## src/rtl/isa_pkg.sv

```systemverilog
// isa_pkg: shared definitions for the ISA I/O cycle engine.
//   state_e        - cycle FSM states
//   CTL_*          - bit positions inside control_in
//   DIR_*          - encodings of the DIR control bit
//   max4()         - helper used to size the phase counter
package isa_pkg;

  typedef enum logic [2:0] {
    ST_IDLE     = 3'd0,
    ST_SETUP    = 3'd1,
    ST_STROBE   = 3'd2,
    ST_WAIT_RDY = 3'd3,
    ST_HOLD     = 3'd4
  } state_e;

  localparam int CTL_GO   = 0;
  localparam int CTL_DIR  = 1;
  localparam int CTL_IO16 = 2;

  localparam logic DIR_WRITE = 1'b0;
  localparam logic DIR_READ  = 1'b1;

  function automatic int max4(input int a, input int b, input int c, input int d);
    int m;
    m = a;
    if (b > m) m = b;
    if (c > m) m = c;
    if (d > m) m = d;
    return m;
  endfunction

endpackage

```

## src/rtl/isa_sync.sv

```systemverilog
// isa_sync: two-flop synchronizer for a single asynchronous input.
// Ports:
//   clk_i   - system clock
//   reset_i - synchronous active-high reset, output clears to 0
//   d_i     - asynchronous input
//   q_o     - synchronized output, two clocks of latency
module isa_sync (
  input  logic clk_i,
  input  logic reset_i,
  input  logic d_i,
  output logic q_o
);

  logic meta_q;
  logic sync_q;

  always_ff @(posedge clk_i) begin
    if (reset_i) begin
      meta_q <= 1'b0;
      sync_q <= 1'b0;
    end else begin
      meta_q <= d_i;
      sync_q <= meta_q;
    end
  end

  assign q_o = sync_q;

endmodule

```

## src/rtl/isa_cycle_engine.sv

```systemverilog
// isa_cycle_engine: turns a GO request from the register file into one ISA
// I/O bus cycle (SETUP -> STROBE -> [WAIT_RDY] -> HOLD) with IOCHRDY wait
// states, and returns read data with a one-clock load pulse.
// Optional build macro: ISA_TIMEOUT_EN bounds WAIT_RDY to RDY_TIMEOUT clocks
// and reports an abort on the sticky timeout_err output.
// Ports:
//   clk, reset                 - system clock, synchronous active-high reset
//   address_in/data_in         - port address and write data (latched at start)
//   control_in                 - [0] GO, [1] DIR (1=read), [2] IO16
//   isa_sd_in, isa_iochrdy     - ISA data in and asynchronous ready
//   isa_sa, isa_sd_out/_oe     - ISA address, write data and its enable
//   isa_ior_n, isa_iow_n       - active-low I/O strobes
//   isa_sbhe_n                 - active-low byte-high enable
//   read_data, read_data_load  - captured read data and its load pulse
//   busy, done, timeout_err    - cycle status
module isa_cycle_engine
  import isa_pkg::*;
#(
  parameter int SETUP_CYCLES  = 2,
  parameter int STROBE_CYCLES = 8,
  parameter int HOLD_CYCLES   = 2,
  parameter int RDY_TIMEOUT   = 255
) (
  input  logic        clk,
  input  logic        reset,
  input  logic [15:0] address_in,
  input  logic [15:0] data_in,
  input  logic [7:0]  control_in,
  input  logic [15:0] isa_sd_in,
  input  logic        isa_iochrdy,
  output logic [15:0] isa_sa,
  output logic [15:0] isa_sd_out,
  output logic        isa_sd_oe,
  output logic        isa_ior_n,
  output logic        isa_iow_n,
  output logic        isa_sbhe_n,
  output logic [15:0] read_data,
  output logic        read_data_load,
  output logic        busy,
  output logic        done,
  output logic        timeout_err
);

  localparam int CNT_MAX = max4(SETUP_CYCLES, STROBE_CYCLES, HOLD_CYCLES, RDY_TIMEOUT);
  localparam int CNT_W   = $clog2(CNT_MAX) + 1;

  // Each phase loads (length-1) and ends when the down-counter reaches zero.
  localparam logic [CNT_W-1:0] SETUP_LD  = CNT_W'(SETUP_CYCLES - 1);
  localparam logic [CNT_W-1:0] STROBE_LD = CNT_W'(STROBE_CYCLES - 1);
  localparam logic [CNT_W-1:0] HOLD_LD   = CNT_W'(HOLD_CYCLES - 1);
`ifdef ISA_TIMEOUT_EN
  localparam logic [CNT_W-1:0] WAIT_LD   = CNT_W'(RDY_TIMEOUT - 1);
`endif

  state_e            state_q, state_d;
  logic [CNT_W-1:0]  cnt_q, cnt_d;
  logic              go_q;
  logic [15:0]       addr_q, addr_d;
  logic [15:0]       wdata_q, wdata_d;
  logic              dir_q, dir_d;
  logic              io16_q, io16_d;
  logic [15:0]       rdata_q, rdata_d;
  logic              load_q, load_d;
  logic              done_q, done_d;
  logic              rdy_sync;
  logic              go_rise;
  logic              cnt_zero;
  logic              finish_strobe;
  logic              strobe_on;
  logic              ctl_unused;

  assign ctl_unused = ^control_in[7:3];

  isa_sync u_rdy_sync (
    .clk_i   (clk),
    .reset_i (reset),
    .d_i     (isa_iochrdy),
    .q_o     (rdy_sync)
  );

  assign go_rise  = control_in[CTL_GO] & ~go_q;
  assign cnt_zero = (cnt_q == '0);

`ifdef ISA_TIMEOUT_EN
  logic terr_q, terr_d;
`endif

  always_comb begin
    state_d       = state_q;
    cnt_d         = cnt_q;
    addr_d        = addr_q;
    wdata_d       = wdata_q;
    dir_d         = dir_q;
    io16_d        = io16_q;
    rdata_d       = rdata_q;
    load_d        = 1'b0;
    done_d        = 1'b0;
    finish_strobe = 1'b0;
`ifdef ISA_TIMEOUT_EN
    terr_d        = terr_q;
`endif

    case (state_q)
      ST_IDLE: begin
        if (go_rise) begin
          state_d = ST_SETUP;
          cnt_d   = SETUP_LD;
          addr_d  = address_in;
          dir_d   = control_in[CTL_DIR];
          io16_d  = control_in[CTL_IO16];
          wdata_d = control_in[CTL_IO16] ? data_in : {8'h00, data_in[7:0]};
`ifdef ISA_TIMEOUT_EN
          terr_d  = 1'b0;
`endif
        end
      end
      ST_SETUP: begin
        if (cnt_zero) begin
          state_d = ST_STROBE;
          cnt_d   = STROBE_LD;
        end else begin
          cnt_d = cnt_q - CNT_W'(1);
        end
      end
      ST_STROBE: begin
        if (!cnt_zero) begin
          cnt_d = cnt_q - CNT_W'(1);
        end else if (rdy_sync) begin
          finish_strobe = 1'b1;
        end else begin
          state_d = ST_WAIT_RDY;
`ifdef ISA_TIMEOUT_EN
          cnt_d   = WAIT_LD;
`endif
        end
      end
      ST_WAIT_RDY: begin
        if (rdy_sync) begin
          finish_strobe = 1'b1;
        end
`ifdef ISA_TIMEOUT_EN
        // Ready on the last permitted wait clock still completes normally.
        else if (cnt_zero) begin
          state_d = ST_HOLD;
          cnt_d   = HOLD_LD;
          terr_d  = 1'b1;
        end else begin
          cnt_d = cnt_q - CNT_W'(1);
        end
`endif
      end
      ST_HOLD: begin
        if (cnt_zero) begin
          state_d = ST_IDLE;
          done_d  = 1'b1;
        end else begin
          cnt_d = cnt_q - CNT_W'(1);
        end
      end
      default: begin
        state_d = ST_IDLE;
      end
    endcase

    // Data is sampled on the last strobe-low clock; the load pulse lands on
    // the first HOLD clock.
    if (finish_strobe) begin
      state_d = ST_HOLD;
      cnt_d   = HOLD_LD;
      if (dir_q == DIR_READ) begin
        rdata_d = io16_q ? isa_sd_in : {8'h00, isa_sd_in[7:0]};
        load_d  = 1'b1;
      end
    end
  end

  always_ff @(posedge clk) begin
    if (reset) begin
      state_q <= ST_IDLE;
      cnt_q   <= '0;
      go_q    <= 1'b0;
      addr_q  <= '0;
      wdata_q <= '0;
      dir_q   <= DIR_WRITE;
      io16_q  <= 1'b0;
      rdata_q <= '0;
      load_q  <= 1'b0;
      done_q  <= 1'b0;
    end else begin
      state_q <= state_d;
      cnt_q   <= cnt_d;
      go_q    <= control_in[CTL_GO];
      addr_q  <= addr_d;
      wdata_q <= wdata_d;
      dir_q   <= dir_d;
      io16_q  <= io16_d;
      rdata_q <= rdata_d;
      load_q  <= load_d;
      done_q  <= done_d;
    end
  end

`ifdef ISA_TIMEOUT_EN
  always_ff @(posedge clk) begin
    if (reset) terr_q <= 1'b0;
    else       terr_q <= terr_d;
  end
  assign timeout_err = terr_q;
`else
  assign timeout_err = 1'b0;
`endif

  assign busy           = (state_q != ST_IDLE);
  assign strobe_on      = (state_q == ST_STROBE) || (state_q == ST_WAIT_RDY);
  assign isa_ior_n      = ~(strobe_on && (dir_q == DIR_READ));
  assign isa_iow_n      = ~(strobe_on && (dir_q == DIR_WRITE));
  assign isa_sd_oe      = busy && (dir_q == DIR_WRITE);
  assign isa_sbhe_n     = ~(busy && io16_q);
  assign isa_sa         = addr_q;
  assign isa_sd_out     = wdata_q;
  assign read_data      = rdata_q;
  assign read_data_load = load_q;
  assign done           = done_q;

endmodule

```

## config.mk

```make
export PLATFORM = sky130hd
export DESIGN_NAME = isa_cycle_engine
export DESIGN_NICKNAME = d
export VERILOG_FILES = /design/src/rtl/isa_pkg.sv /design/src/rtl/isa_sync.sv /design/src/rtl/isa_cycle_engine.sv
export SDC_FILE = /design/constraint.sdc
export NUM_CORES = 1
export LEC_CHECK = 0
export BUFFER_PORTS_ARGS = -buffer_cell sky130_fd_sc_hd__buf_2
export CAP_MARGIN = 10
export CORE_UTILIZATION = 47
export CTS_CLUSTER_DIAMETER = 200
export CTS_CLUSTER_SIZE = 24
export DETAILED_ROUTE_END_ITERATION = 7
export MAX_ROUTING_LAYER = met4
export PLACE_DENSITY_LB_ADDON = 0.05
export SYNTH_ARGS = -nofsm -noshare
export SYNTH_HDL_FRONTEND = slang
export SYNTH_HIERARCHICAL = 1
export SYNTH_SLANG_ARGS = --single-unit
```

## constraint.sdc

```tcl
create_clock -name clk -period 2.3 [get_ports clk]
set_input_delay 0.23 -clock clk [delete_from_list [all_inputs] [get_ports clk]]
set_output_delay 0.23 -clock clk [all_outputs]
set_load 0.01 [all_outputs]
```

# Word-level counts from Yosys, hierarchy flattened

Cells that the tools add are included.

Word-level logic and storage cells: 80
Input bits: 59
Memories: 0
Register bits after elaboration: 67
Bits in latches: 0
Output and inout bits: 56
Bits in read-only memories: 0
RAM bits: 0

Equal/unequal tests: 17
Bitwise operators: 9
Magnitude comparators: 0
Multiplexer cells: 19
Shift-type cells: 0
Reduce and logical (&&, ||, !) cells: 20
$add $sub $neg: 1
Divide/modulo/power cells: 0
Multipliers: 0

Operators with widths:

| cell                  | count |
|---|---|
| $mux W16              | 2 |
| $mux W9               | 3 |
| $pmux W9 S3           | 1 |
| $mux W3               | 6 |
| $ne A3 B3 Y1 const B  | 5 |
| $pmux W3 S5           | 1 |
| $ne A2 B2 Y1 const B  | 7 |
| $reduce_and A6 Y1     | 2 |
| $logic_not A9 Y1      | 1 |
| $sub A9 B1 Y9 const B | 1 |
| $not A1 Y1            | 8 |
| $reduce_or A2 Y1      | 4 |
| $eq A3 B2 Y1 const B  | 2 |
| $reduce_and A3 Y1     | 2 |
| $reduce_bool A3 Y1    | 2 |
| $mux W1               | 5 |
| $logic_and A1 B1 Y1   | 4 |
| $reduce_and A2 Y1     | 2 |
| $reduce_bool A4 Y1    | 1 |
| $eq A3 B1 Y1 const B  | 1 |
| $eq A3 B3 Y1 const B  | 1 |
| $logic_not A3 Y1      | 1 |
| $ne A3 B2 Y1 const B  | 1 |
| $pmux W1 S2           | 1 |
| 2 further kinds       | 2 |

# Depth between registers and ports, before layout

Depth after elaboration: 5
Depth in mapped cells: 8
Mapped depth without buffers: 7

# By module

Netlist, hierarchy kept.

Modules (own cells, without submodules):

| module           | cells an instance | sequential area each (um^2) | instances | area each (um^2) |
|---|---|---|---|---|
| isa_cycle_engine | 327               | 1301.2                      | 1         | 2657.5 |
| isa_sync         | 4                 | 40.0                        | 1         | 52.6 |

# Worst setup path before layout

Ideal clock, no wire load.

Kind: register to register
From: register cnt_q[0]
To: register rdata_q[7] (netlist: read_data[7])
Setup time: 0.132 ns
Required time: 2.168 ns
Setup slack: 0.406 ns
Data arrival time: 1.762 ns
Buffers on the path: 1
Stages on the path, launching flop included: 9
Clock period less this slack: 1.894 ns
Cell sequence: dfxtp_1 > inv_1 > ha_1 > or4b_4 > nor2_4 > o211ai_2 > clkbuf_1 > nand2_1 > a21oi_1

Cells in the longest elaborated chain, start to end: 4

RTL lines:

| element                     | RTL line                | RTL |
|---|---|---|
| start: declaration          | isa_cycle_engine.sv:56  | `logic [CNT_W-1:0] cnt_q, cnt_d;` |
| start signal: assignment    | isa_cycle_engine.sv:191 | `cnt_q <= cnt_d;` |
| $logic_not A9 Y1            | isa_cycle_engine.sv:82  | `assign cnt_zero = (cnt_q == '0);` |
| $mux W1                     | isa_cycle_engine.sv:126 | `if (!cnt_zero) begin` |
| $pmux W1 S2                 | isa_cycle_engine.sv:103 | `case (state_q)` |
| $reduce_and A2 Y1 (no line) | -                       |  |
| end signal: assignment      | isa_cycle_engine.sv:197 | `rdata_q <= rdata_d;` |
| end: declaration            | isa_cycle_engine.sv:62  | `logic [15:0] rdata_q, rdata_d;` |

No other way between the ends.
A chain may end at the register's enable or synchronous reset.

# Worst setup path in the final report

From: register cnt_q[0]
To: register cnt_q[8]

Cells in the longest elaborated chain, start to end: 4
Elaborated cells between the ends (all ways): 10
Those cells by class: 1 x add/sub; 1 x eq/ne; 5 x mux; 3 x reduce/logical

RTL lines:

| element |
|---|
| branches (longest 4 deep; another with $sub A9 B1 Y9) |

Parallel ways; which one is timed is not known. The select of a mux whose other input is x is not followed.

==> results.json <==
{
  "layout.nets": 496,
  "seq_power_share": 0.384,
  "finalWorstPathRequiredPeriod_ps": 2070,
  "share_clk_of_total_power": 0.246,
  "clockBufferDepth": 2,
  "post-cts-setup-buffers": 0,
  "post_cts_resized": 0,
  "power.switching_uw": 1380,
  "hold_violations_final": 0,
  "synth-edff-count": 0,
  "chipHeight_um": 77.9,
  "maxCapViolCount": 0,
  "post_synth.cell_area_avg_um2": 8.19,
  "largest_cells_by_area_after_synthesis": "sky130_fd_sc_hd__dfxtp_1 (49%), sky130_fd_sc_hd__nand2_1 (13%), sky130_fd_sc_hd__a21oi_1 (10%)",
  "floorplan.rows": 27,
  "timing.setup.tns_ps": 0,
  "grt_max_degree": 35,
  "initial_core_util": 0.489,
  "ys_dominant_reg_cell": "sky130_fd_sc_hd__dfxtp_1",
  "antennaDiodeCount": 0,
  "grt_pass1_wl_um": 10400,
  "fillers": 519,
  "switching_share": 0.365,
  "crit_path_end_kind": "flop",
  "cts_sinks": 67,
  "library_cells_used_by_synthesis": 43,
  "routed_length_per_instance_um": 12.0,
  "leak_pwr_uw": 0.00152,
  "rsz0062_at_grt": "no",
  "cts_buffers": 9,
  "gate_count_of_the_mapped_netlist": 331,
  "area_inside_the_core_boundary_um2": 5540,
  "antenna_violating_nets_post_route": 0,
  "timing.critical_path.required_ps": 2510,
  "worstPathMaxFanout": 7,
  "mappedNetlistArea_um2": 2710,
  "layout-drive-gt1-share": 0.325,
  "drv_slew": 0,
  "period_share": 0.901,
  "slew_headroom": 0.522,
  "ir_drop_mv": 0.538,
  "setup.worst_path.class": "flop to flop",
  "critPathLaunchType": "flop",
  "groute.usage.overall": 0.223,
  "placement.io_buffers": 108,
  "final_core_util": 0.626,
  "drt_iter0_markers": 77,
  "initial_antenna_violation_count": 0,
  "place.detailed.hpwl_um": 4300,
  "seqCellArea_um2": 1340,
  "synth.ff_latch_count": 67,
  "drc_errors": 0,
  "setup-violations-final": 0,
  "wp_data_arrival_ps": 2280,
  "power.internal_uw": 2400,
  "synth_sequential_area_ratio": 0.495,
  "worst_pin_slew_ps": 715,
  "ctsRootBufferMaster": "sky130_fd_sc_hd__clkbuf_8",
  "run_status": "complete, no violations",
  "cts_tree": "yes",
  "grt.overflow.total": 0,
  "comb_power_share": 0.369,
  "vias_cell": 4.93,
  "skew_ps": 4.08,
  "drt_pre_antenna_iters": 4,
  "yosysWarningCount": 6,
  "clock_tree.htree_level_count": 3,
  "worstSkewPairLatency_ps": 330,
  "pin_count": 115,
  "dr_total_vias": 2522,
  "grt_pass1_vias": 2385,
  "area_delta_synth_final_pct": 27.9,
  "netlist.top_cell.by_area": "sky130_fd_sc_hd__dfxtp_1",
  "postCtsHoldBufs": 0,
  "post_synth_top_area_share": 0.495,
  "max_clock_freq_mhz": 483,
  "floorplan.die_area_um2": 6070,
  "clkSlewWorstSetupHoldPaths_ps": 70,
  "gpl.final_weighted_congestion": 0.844,
  "async_set_or_reset_register_ratio_after_synthesis": 0,
  "power-per-cell-area_nw_per_um2": 1090,
  "timing.hold.worst.class": "primary input to flop",
  "postRouteWirelength_um": 6160,
  "syn_nets": 392,
  "die_width_um": 77.9,
  "area_of_the_multi_input_gates_um2": 1250
}
## metal layers
metal	vias to the layer above	GRT usage	wire length, µm
li1	1314	-	-
met1	1121	0.255	2850
met2	73	0.360	2830
met3	14	0.0565	313
met4	0	0.119	170
met5	-	-	0
## metrics by stage
stage / cells / setup slack [ps] / hold WS [ps] / total power (µW) / area [µm²]
6_report: 512 / 228 / 109 / 3780 / 3470
5_1_grt: 512 / 40.2 / 111 / 4040 / 3470
4_1_cts: 512 / 200 / 92.2 / 3820 / 3470
3_5_place_dp: 496 / 208 / 433 / 2880 / 3280
3_3_place_gp: 496 / 227 / 417 / 2870 / 3280
2_1_floorplan: 331 / 406 / 302 / 2530 / 2710
## cell usage after synthesis, types with 4 or more instances
cell type	instances
sky130_fd_sc_hd__nand2_1	93
sky130_fd_sc_hd__nor2_1	15
sky130_fd_sc_hd__inv_1	5
sky130_fd_sc_hd__a21oi_1	56
sky130_fd_sc_hd__nor2b_1	4
sky130_fd_sc_hd__dfxtp_1	67
sky130_fd_sc_hd__nand3_1	20
sky130_fd_sc_hd__xnor2_1	6
sky130_fd_sc_hd__o21ai_0	4
sky130_fd_sc_hd__clkbuf_1	14
sky130_fd_sc_hd__nor3_1	7
## registers in the layout (all words and copies together) (netlist names)
name	flops
isa_sa	16
read_data_load	1
read_data	16
state_q	3
u_rdy_sync/meta_q	1
isa_sd_out	16
cnt_q	9
u_rdy_sync/q_o	1
done	1
dir_q	1
go_q	1
io16_q	1
## critical path, stage by stage, from the launching register on
cell,delay (ps)
sky130_fd_sc_hd__dfxtp_1,340
sky130_fd_sc_hd__inv_1,120
sky130_fd_sc_hd__ha_1,170
sky130_fd_sc_hd__or4b_4,510
sky130_fd_sc_hd__nor2_4,220
sky130_fd_sc_hd__a21oi_1,140
sky130_fd_sc_hd__o311ai_4,350
sky130_fd_sc_hd__nor2_1,90
## cell families after synthesis
kind of cell | synth area share
other | 0.00138
DFF | 0.495
buffers and inverters | 0.0457
AOI/OAI and AO/OA | 0.164
xor gates and xnor gates | 0.0194
adders and majority gates | 0.00923
muxes | 0.00369
and+or+nand+nor | 0.261
## worst paths after layout
check	from	to	slack, ps	cells past startpoint
hold reg to reg	u_rdy_sync/meta_q	u_rdy_sync/q_o	440	1
setup reg to reg	cnt_q[0]	cnt_q[8]	230	7
hold / removal	isa_iochrdy	u_rdy_sync/meta_q	110	2
setup / recovery	cnt_q[0]	cnt_q[8]	230	7
## layout make-up
type,instances,share of cell area
well taps,72,0.0260
flip-flops and latches,67,0.387
multi-input cells,238,0.360
clock buffers,11,0.0379
repair buffers,113,0.167
clock inverters,5,0.0155
inverters,6,0.00686
## cell usage in the layout, fill, tap and decap left out, types with 4 or more instances in the layout
cell,count
sky130_fd_sc_hd__a21oi_1,56
sky130_fd_sc_hd__buf_2,108
sky130_fd_sc_hd__buf_4,5
sky130_fd_sc_hd__clkbuf_8,9
sky130_fd_sc_hd__clkinv_2,4
sky130_fd_sc_hd__dfxtp_1,67
sky130_fd_sc_hd__inv_1,5
sky130_fd_sc_hd__nand2_1,93
sky130_fd_sc_hd__nand3_1,20
sky130_fd_sc_hd__nor2_1,14
sky130_fd_sc_hd__nor2b_1,4
sky130_fd_sc_hd__nor3_1,7
sky130_fd_sc_hd__o21ai_0,4
sky130_fd_sc_hd__xnor2_1,6
## power groups by stage
stage / Sequential (µW) / Clock [µW] / Combinational [µW]
finish: 1450 / 932 / 1400
global route: 1480 / 1010 / 1550
CTS: 1450 / 956 / 1410
detailed placement: 1480 / 0 / 1400
global placement: 1470 / 0 / 1390
floorplan: 1480 / 0 / 1050
Note: power is estimated with default switching activity, not from simulation.
